## src/rtl/instruction_fetch_pkg.sv

```systemverilog
`default_nettype none
// ============================================================================
// Module      : instruction_fetch_pkg
// Description : Shared constants for the instruction fetch stage and the
//               program counter: default widths, reset PC and the NOP
//               encoding placed in the IF/ID register when it is flushed.
// Ports       : none (package)
// Revision    : 1.0 - initial release
// ============================================================================
package instruction_fetch_pkg;

    localparam int unsigned C_ADDR_WIDTH  = 10;
    localparam int unsigned C_DATA_WIDTH  = 32;
    localparam int unsigned C_COUNT_WIDTH = 16;
    localparam int unsigned C_RESET_PC    = 0;

    // addi x0, x0, 0 -- architectural no-op
    localparam logic [31:0] C_NOP = 32'h0000_0013;

endpackage : instruction_fetch_pkg
`default_nettype wire

```

## src/rtl/instruction_fetch_program_counter.sv

```systemverilog
`default_nettype none
// ============================================================================
// Module      : program_counter
// Description : Word-address program counter with load (highest priority)
//               and increment. Arithmetic wraps modulo 2^ADDR_WIDTH.
// Ports       : clk        - clock, rising edge
//               reset      - asynchronous active-high reset (pc = RESET_PC)
//               load       - load load_value into pc
//               load_value - new pc value
//               inc        - advance pc by one word when not loading
//               pc         - current program counter (register output)
// Revision    : 1.0 - initial release
// ============================================================================
module program_counter
    import instruction_fetch_pkg::*;
#(
    parameter int unsigned ADDR_WIDTH = C_ADDR_WIDTH,
    parameter int unsigned RESET_PC   = C_RESET_PC
) (
    input  logic                  clk,
    input  logic                  reset,
    input  logic                  load,
    input  logic [ADDR_WIDTH-1:0] load_value,
    input  logic                  inc,
    output logic [ADDR_WIDTH-1:0] pc
);

    logic [ADDR_WIDTH-1:0] pc_q;
    logic [ADDR_WIDTH-1:0] pc_d;

    always_comb begin
        pc_d = pc_q;
        if (load) begin
            pc_d = load_value;
        end else if (inc) begin
            pc_d = pc_q + ADDR_WIDTH'(1);
        end
    end

    always_ff @(posedge clk or posedge reset) begin
        if (reset) begin
            pc_q <= ADDR_WIDTH'(RESET_PC);
        end else begin
            pc_q <= pc_d;
        end
    end

    assign pc = pc_q;

endmodule : program_counter
`default_nettype wire

```

## src/rtl/instruction_fetch.sv

```systemverilog
`default_nettype none
// ============================================================================
// Module      : instruction_fetch
// Description : Requester side of the instruction memory interface. Holds
//               the PC, drives the word address to a combinational memory,
//               registers the returned instruction into the IF/ID register
//               and hands it to decode with a valid/ready handshake.
//               Supports back-pressure stalls, redirects and fetch enable.
// Ports       : clk             - clock, rising edge
//               reset           - asynchronous active-high reset
//               fetch_enable    - allow new fetches to be captured
//               redirect        - one-cycle PC jump request
//               redirect_target - new word address for a redirect
//               address         - word address to memory (PC register)
//               instruction     - combinational memory read data
//               if_valid        - IF/ID register holds a valid instruction
//               if_ready        - decode accepts IF/ID contents this cycle
//               if_instruction  - registered instruction
//               if_pc           - word address of the registered instruction
//               fetch_count     - completed handshakes, wraps at 2^16
// Revision    : 1.0 - initial release
// ============================================================================
module instruction_fetch
    import instruction_fetch_pkg::*;
#(
    parameter int unsigned ADDR_WIDTH = C_ADDR_WIDTH,
    parameter int unsigned DATA_WIDTH = C_DATA_WIDTH,
    parameter int unsigned RESET_PC   = C_RESET_PC
) (
    input  logic                     clk,
    input  logic                     reset,
    input  logic                     fetch_enable,
    input  logic                     redirect,
    input  logic [ADDR_WIDTH-1:0]    redirect_target,
    output logic [ADDR_WIDTH-1:0]    address,
    input  logic [DATA_WIDTH-1:0]    instruction,
    output logic                     if_valid,
    input  logic                     if_ready,
    output logic [DATA_WIDTH-1:0]    if_instruction,
    output logic [ADDR_WIDTH-1:0]    if_pc,
    output logic [C_COUNT_WIDTH-1:0] fetch_count
);

    localparam logic [DATA_WIDTH-1:0] C_NOP_W = DATA_WIDTH'(C_NOP);

    logic [ADDR_WIDTH-1:0]    pc;

    logic                     if_valid_q;
    logic                     if_valid_d;
    logic [DATA_WIDTH-1:0]    if_instruction_q;
    logic [DATA_WIDTH-1:0]    if_instruction_d;
    logic [ADDR_WIDTH-1:0]    if_pc_q;
    logic [ADDR_WIDTH-1:0]    if_pc_d;
    logic [C_COUNT_WIDTH-1:0] fetch_count_q;
    logic [C_COUNT_WIDTH-1:0] fetch_count_d;

    logic                     w_cap;
    logic                     w_handshake;

    // Capture when enabled and the IF/ID slot is empty or being drained.
    assign w_cap       = fetch_enable & (~if_valid_q | if_ready);
    assign w_handshake = if_valid_q & if_ready;

    // Redirect overrides capture, so the PC only advances on an
    // un-redirected capture.
    program_counter #(
        .ADDR_WIDTH (ADDR_WIDTH),
        .RESET_PC   (RESET_PC)
    ) u_program_counter (
        .clk        (clk),
        .reset      (reset),
        .load       (redirect),
        .load_value (redirect_target),
        .inc        (w_cap & ~redirect),
        .pc         (pc)
    );

    always_comb begin
        if_valid_d       = if_valid_q;
        if_instruction_d = if_instruction_q;
        if_pc_d          = if_pc_q;
        fetch_count_d    = fetch_count_q;

        // A handshake completing on a redirect edge still counts.
        if (w_handshake) begin
            fetch_count_d = fetch_count_q + C_COUNT_WIDTH'(1);
        end

        if (redirect) begin
            // Flush: the word at the old PC and any stalled entry are dropped.
            if_valid_d       = 1'b0;
            if_instruction_d = C_NOP_W;
        end else if (w_cap) begin
            if_valid_d       = 1'b1;
            if_instruction_d = instruction;
            if_pc_d          = pc;
        end else if (w_handshake) begin
            // Fetch disabled: the slot empties once decode takes it.
            if_valid_d       = 1'b0;
        end
    end

    always_ff @(posedge clk or posedge reset) begin
        if (reset) begin
            if_valid_q       <= 1'b0;
            if_instruction_q <= C_NOP_W;
            if_pc_q          <= '0;
            fetch_count_q    <= '0;
        end else begin
            if_valid_q       <= if_valid_d;
            if_instruction_q <= if_instruction_d;
            if_pc_q          <= if_pc_d;
            fetch_count_q    <= fetch_count_d;
        end
    end

    assign address        = pc;
    assign if_valid       = if_valid_q;
    assign if_instruction = if_instruction_q;
    assign if_pc          = if_pc_q;
    assign fetch_count    = fetch_count_q;

endmodule : instruction_fetch
`default_nettype wire

```

## config.mk

```make
export PLATFORM = sky130hd
export DESIGN_NAME = instruction_fetch
export DESIGN_NICKNAME = d
export VERILOG_FILES = /design/src/rtl/instruction_fetch_pkg.sv /design/src/rtl/instruction_fetch_program_counter.sv /design/src/rtl/instruction_fetch.sv
export SDC_FILE = /design/constraint.sdc
export NUM_CORES = 1
export LEC_CHECK = 0
export CAP_MARGIN = 25
export CORE_AREA = 4 4 95 97
export CTS_BUF_LIST = sky130_fd_sc_hd__clkbuf_4
export DETAILED_ROUTE_END_ITERATION = 8
export DIE_AREA = 0 0 99 101
export PLACE_DENSITY = 0.69
export SLEW_MARGIN = 25
export SYNTH_ARGS = -nofsm -noshare
export SYNTH_HDL_FRONTEND = slang
export SYNTH_HIERARCHICAL = 1
export SYNTH_SLANG_ARGS = --single-unit
```

## constraint.sdc

```tcl
create_clock -name clk -period 2 [get_ports clk]
set_input_delay 0.2 -clock clk [delete_from_list [all_inputs] [get_ports clk]]
set_output_delay 0.2 -clock clk [all_outputs]
set_load 0.05 [all_outputs]
```

==> impl_metrics.py <==
metrics = {
    "outcome": {
        "status": "complete, no violations",
    },
    "cts": {
        "clk_transition_reported_paths_ns": 0.11,
        "clock-sinks": 69,
        "hold_buffers": 0,
        "tritoncts": "done",
        "cts_buffers": 9,
        "cts.path.max_buffers": 2,
        "htree_levels": 3,
        "clock_latency_ns": 0.40,
        "post_cts_buffers": 0,
        "cts_resized": 0,
        "clock-root-buffer": "clkbuf_4",
    },
    "worst_hold_path": {
        "min_path_type": "input port to asynchronous set/reset pin",
    },
    "critical_path": {
        "slowest_delay_ns": 0.81,
        "crit_family": "buffers and inverters",
        "slowest_stage": "clkdlybuf4s50_1",
        "end_kind": "output port",
        "crit_fanout": 2,
        "crit_type": "register to output port",
        "cp-start-kind": "register",
        "worst_ep_arrival_time_ns": 1.73,
        "critPathBufInv": 1,
        "worstPathRequired_ns": 1.80,
        "crit_chain": "clkdlybuf4s50_1",
    },
    "route": {
        "wl_um": 6930,
        "vias": 2202,
        "route.met3.wl_um": 358,
        "top_layer": "met4",
        "drcViolationCount": 0,
        "drt_iter0_drc": 53,
        "dr_wl_met2_um": 3510,
        "antenna_left": 0,
        "wl_per_cell_um": 15.1,
        "firstDrtPassIters": 4,
        "viasPerCell": 4.80,
        "drt-met1-wl_um": 2960,
    },
    "yosys": {
        "yosysWarnings": 6,
        "synth_area_leaders": "dfrtp_1 59%, a22o_1 9.0%, mux2_1 4.0%",
        "syn_nets": 270,
        "synth_common_cells": "66 x dfrtp_1, 29 x a22o_1, 21 x nand2_1, 10 x mux2_1, 10 x xnor2_1",
        "synth_enable_flop_cells": 0,
        "muxShareOfSynthArea_pct": 4.75,
        "ys_types": 38,
        "synth_xor_xnor_area_share_pct": 5.90,
        "synth-seq-area-share_pct": 61.4,
        "ys.flop_type": "dfrtp_1",
        "synthCells": 221,
        "synth_fa_ha_area_share_pct": 0.888,
        "synth-simple-area-share_pct": 11.1,
        "netlist_area_sq_mm": 0.00282,
        "synth_compound_area_share_pct": 13.2,
        "ys_ff_latch": 69,
        "yosysTopAreaCell": "dfrtp_1",
        "netlist.area_leader.share_pct": 58.6,
        "synth_top_family_by_area": "compound AO/OA/AOI/OAI gates",
        "yosysMostFrequentCell": "dfrtp_1",
        "async_reset_ff_share_pct": 100,
        "avgSynthCellArea_sq_um": 12.8,
    },
    "power_and_ir_drop": {
        "p_seq_share_pct": 46.2,
        "p_clk_share_pct": 20.1,
        "p_int_mw": 2.27,
        "power.share.switching_pct": 38.5,
        "p_leak_nw": 1.90,
        "pwr-share-comb_pct": 33.7,
        "vdd_ir_drop_max_v": 0.000331,
        "power_density_mw_per_mm2": 858,
        "power.switching_mw": 1.42,
    },
    "floorplanning": {
        "dieArea_sq_mm": 0.0100,
        "fp.dieW_um": 99,
        "start_util_pct": 34.7,
        "core_area_sq_mm": 0.00813,
        "die_y_um": 101,
        "boundaryPins": 116,
        "rows": 33,
    },
    "cells_and_area": {
        "drive_above_1_share_pct": 11.6,
        "area_growth_syn_to_layout_pct": 52.3,
        "nFillCells": 714,
        "antenna_cells": 0,
        "nNetsFinal": 398,
        "multi_input_area_sq_mm": 0.00103,
        "seq_area_sq_mm": 0.00173,
    },
    "timing": {
        "clock.fmax_mhz": 517,
        "hold_violations": 0,
        "relSlewSlack_pct": 64.5,
        "timing.setup.tns_ns": 0,
        "finalSetupViolCount": 0,
        "period_needed_ns": 1.93,
        "rsz0062_at_grt": "false",
        "worst_pin_slew_ns": 0.532,
        "holdWs_ns": 0.126,
        "post-route-period-util_pct": 96.7,
        "finalClockSkew_ns": 0.0226,
        "slew_viol_final": 0,
    },
    "place": {
        "place.gp.congestion": 0.761,
        "place_hpwl_um": 5160,
        "portBuffers": 115,
    },
    "job": {
        "drv_cap": 0,
    },
    "grt": {
        "grt_max_degree": 60,
        "grt_pass1_wl_um": 11300,
        "grt-ovfl-total": 0,
        "grt_pass1_vias": 2279,
        "grt_use_total_pct": 14.2,
        "antenna_found_initial": 0,
    },
}
[per-layer routing]
metal,global-route usage [%],up-vias
li1,-,1055
met1,17.6,1069
met2,24.1,68
met3,3.18,10
met4,5.46,0
met5,0,-
[final timing paths]
kind	start	end	slack, ns	cells after the start
max reg2reg	if_valid	u_program_counter/pc[7]	0.17	7
min reg2reg	fetch_count[15]	fetch_count[15]	0.48	1
min	reset	u_program_counter/pc[6]	0.13	2
max in group asynchronous	reset	if_instruction[4]	1.48	3
max	if_instruction[1]	if_instruction[1]	0.07	1
min in group clk	redirect_target[8]	u_program_counter/pc[8]	0.35	3
[area by class of cell]
type                    count  area share, %
clock buffers               9           1.57
clock inverters             7          0.991
inverters                   6          0.524
multi-input cells         136           23.9
flip-flops and latches     69           40.3
well taps                 105           3.06
repair buffers            127           29.6
[sequential cells by signal, summed over array words and instances, names as in the netlist]
register              flops
if_instruction           32
if_pc                    10
u_program_counter/pc     10
fetch_count              16
if_valid                  1
[cell usage in the layout, fill, tap and decap left out, types with 2 or more instances in the layout]
master / count
nand3_1: 5
mux2_1: 10
clkinv_2: 3
inv_2: 2
dfrtp_1: 65
clkdlybuf4s50_1: 108
o22a_1: 3
ha_1: 2
a22o_1: 29
nor2_1: 7
xor2_1: 9
o21ai_0: 5
or4_1: 4
clkinvlp_4: 2
xnor2_1: 10
nand2b_1: 2
o211ai_1: 3
inv_1: 4
buf_4: 11
nor3_2: 2
dlymetal6s2s_1: 7
nand2_1: 21
clkbuf_4: 9
dfstp_2: 3
nand4_1: 7
[metrics by stage]
step	area, sq um	std cells	util, %	setup WS [ns]	total power, mW
floorplan	2840	221	-	-0.0297	2.48
detailed placement	4170	443	51.2	-0.0887	2.99
finish	4290	459	52.8	0.0668	3.68
global route	4290	459	52.8	0.00444	3.87
CTS	4280	459	52.6	0.000278	3.75
global placement	4170	443	51.2	-0.0596	2.97
[cell families after synthesis]
| family | after synthesis |
|---|---|
| DFF | 69 |
| buffers and inverters | 16 |
| AOI/OAI and AO/OA | 46 |
| muxes | 12 |
| and+or+nand+nor | 57 |
| xor gates and xnor gates | 19 |
| adders and majority gates | 2 |
[power by group through the flow]
stage	Sequential (mW)	Combinational, mW	Clock (mW)
2_1_floorplan	2.24	0.235	0
3_3_place_gp	1.73	1.24	0
3_5_place_dp	1.73	1.26	0
4_1_cts	1.71	1.26	0.784
5_1_grt	1.73	1.30	0.838
6_report	1.70	1.24	0.740
Note: power is estimated with default switching activity, not from simulation.
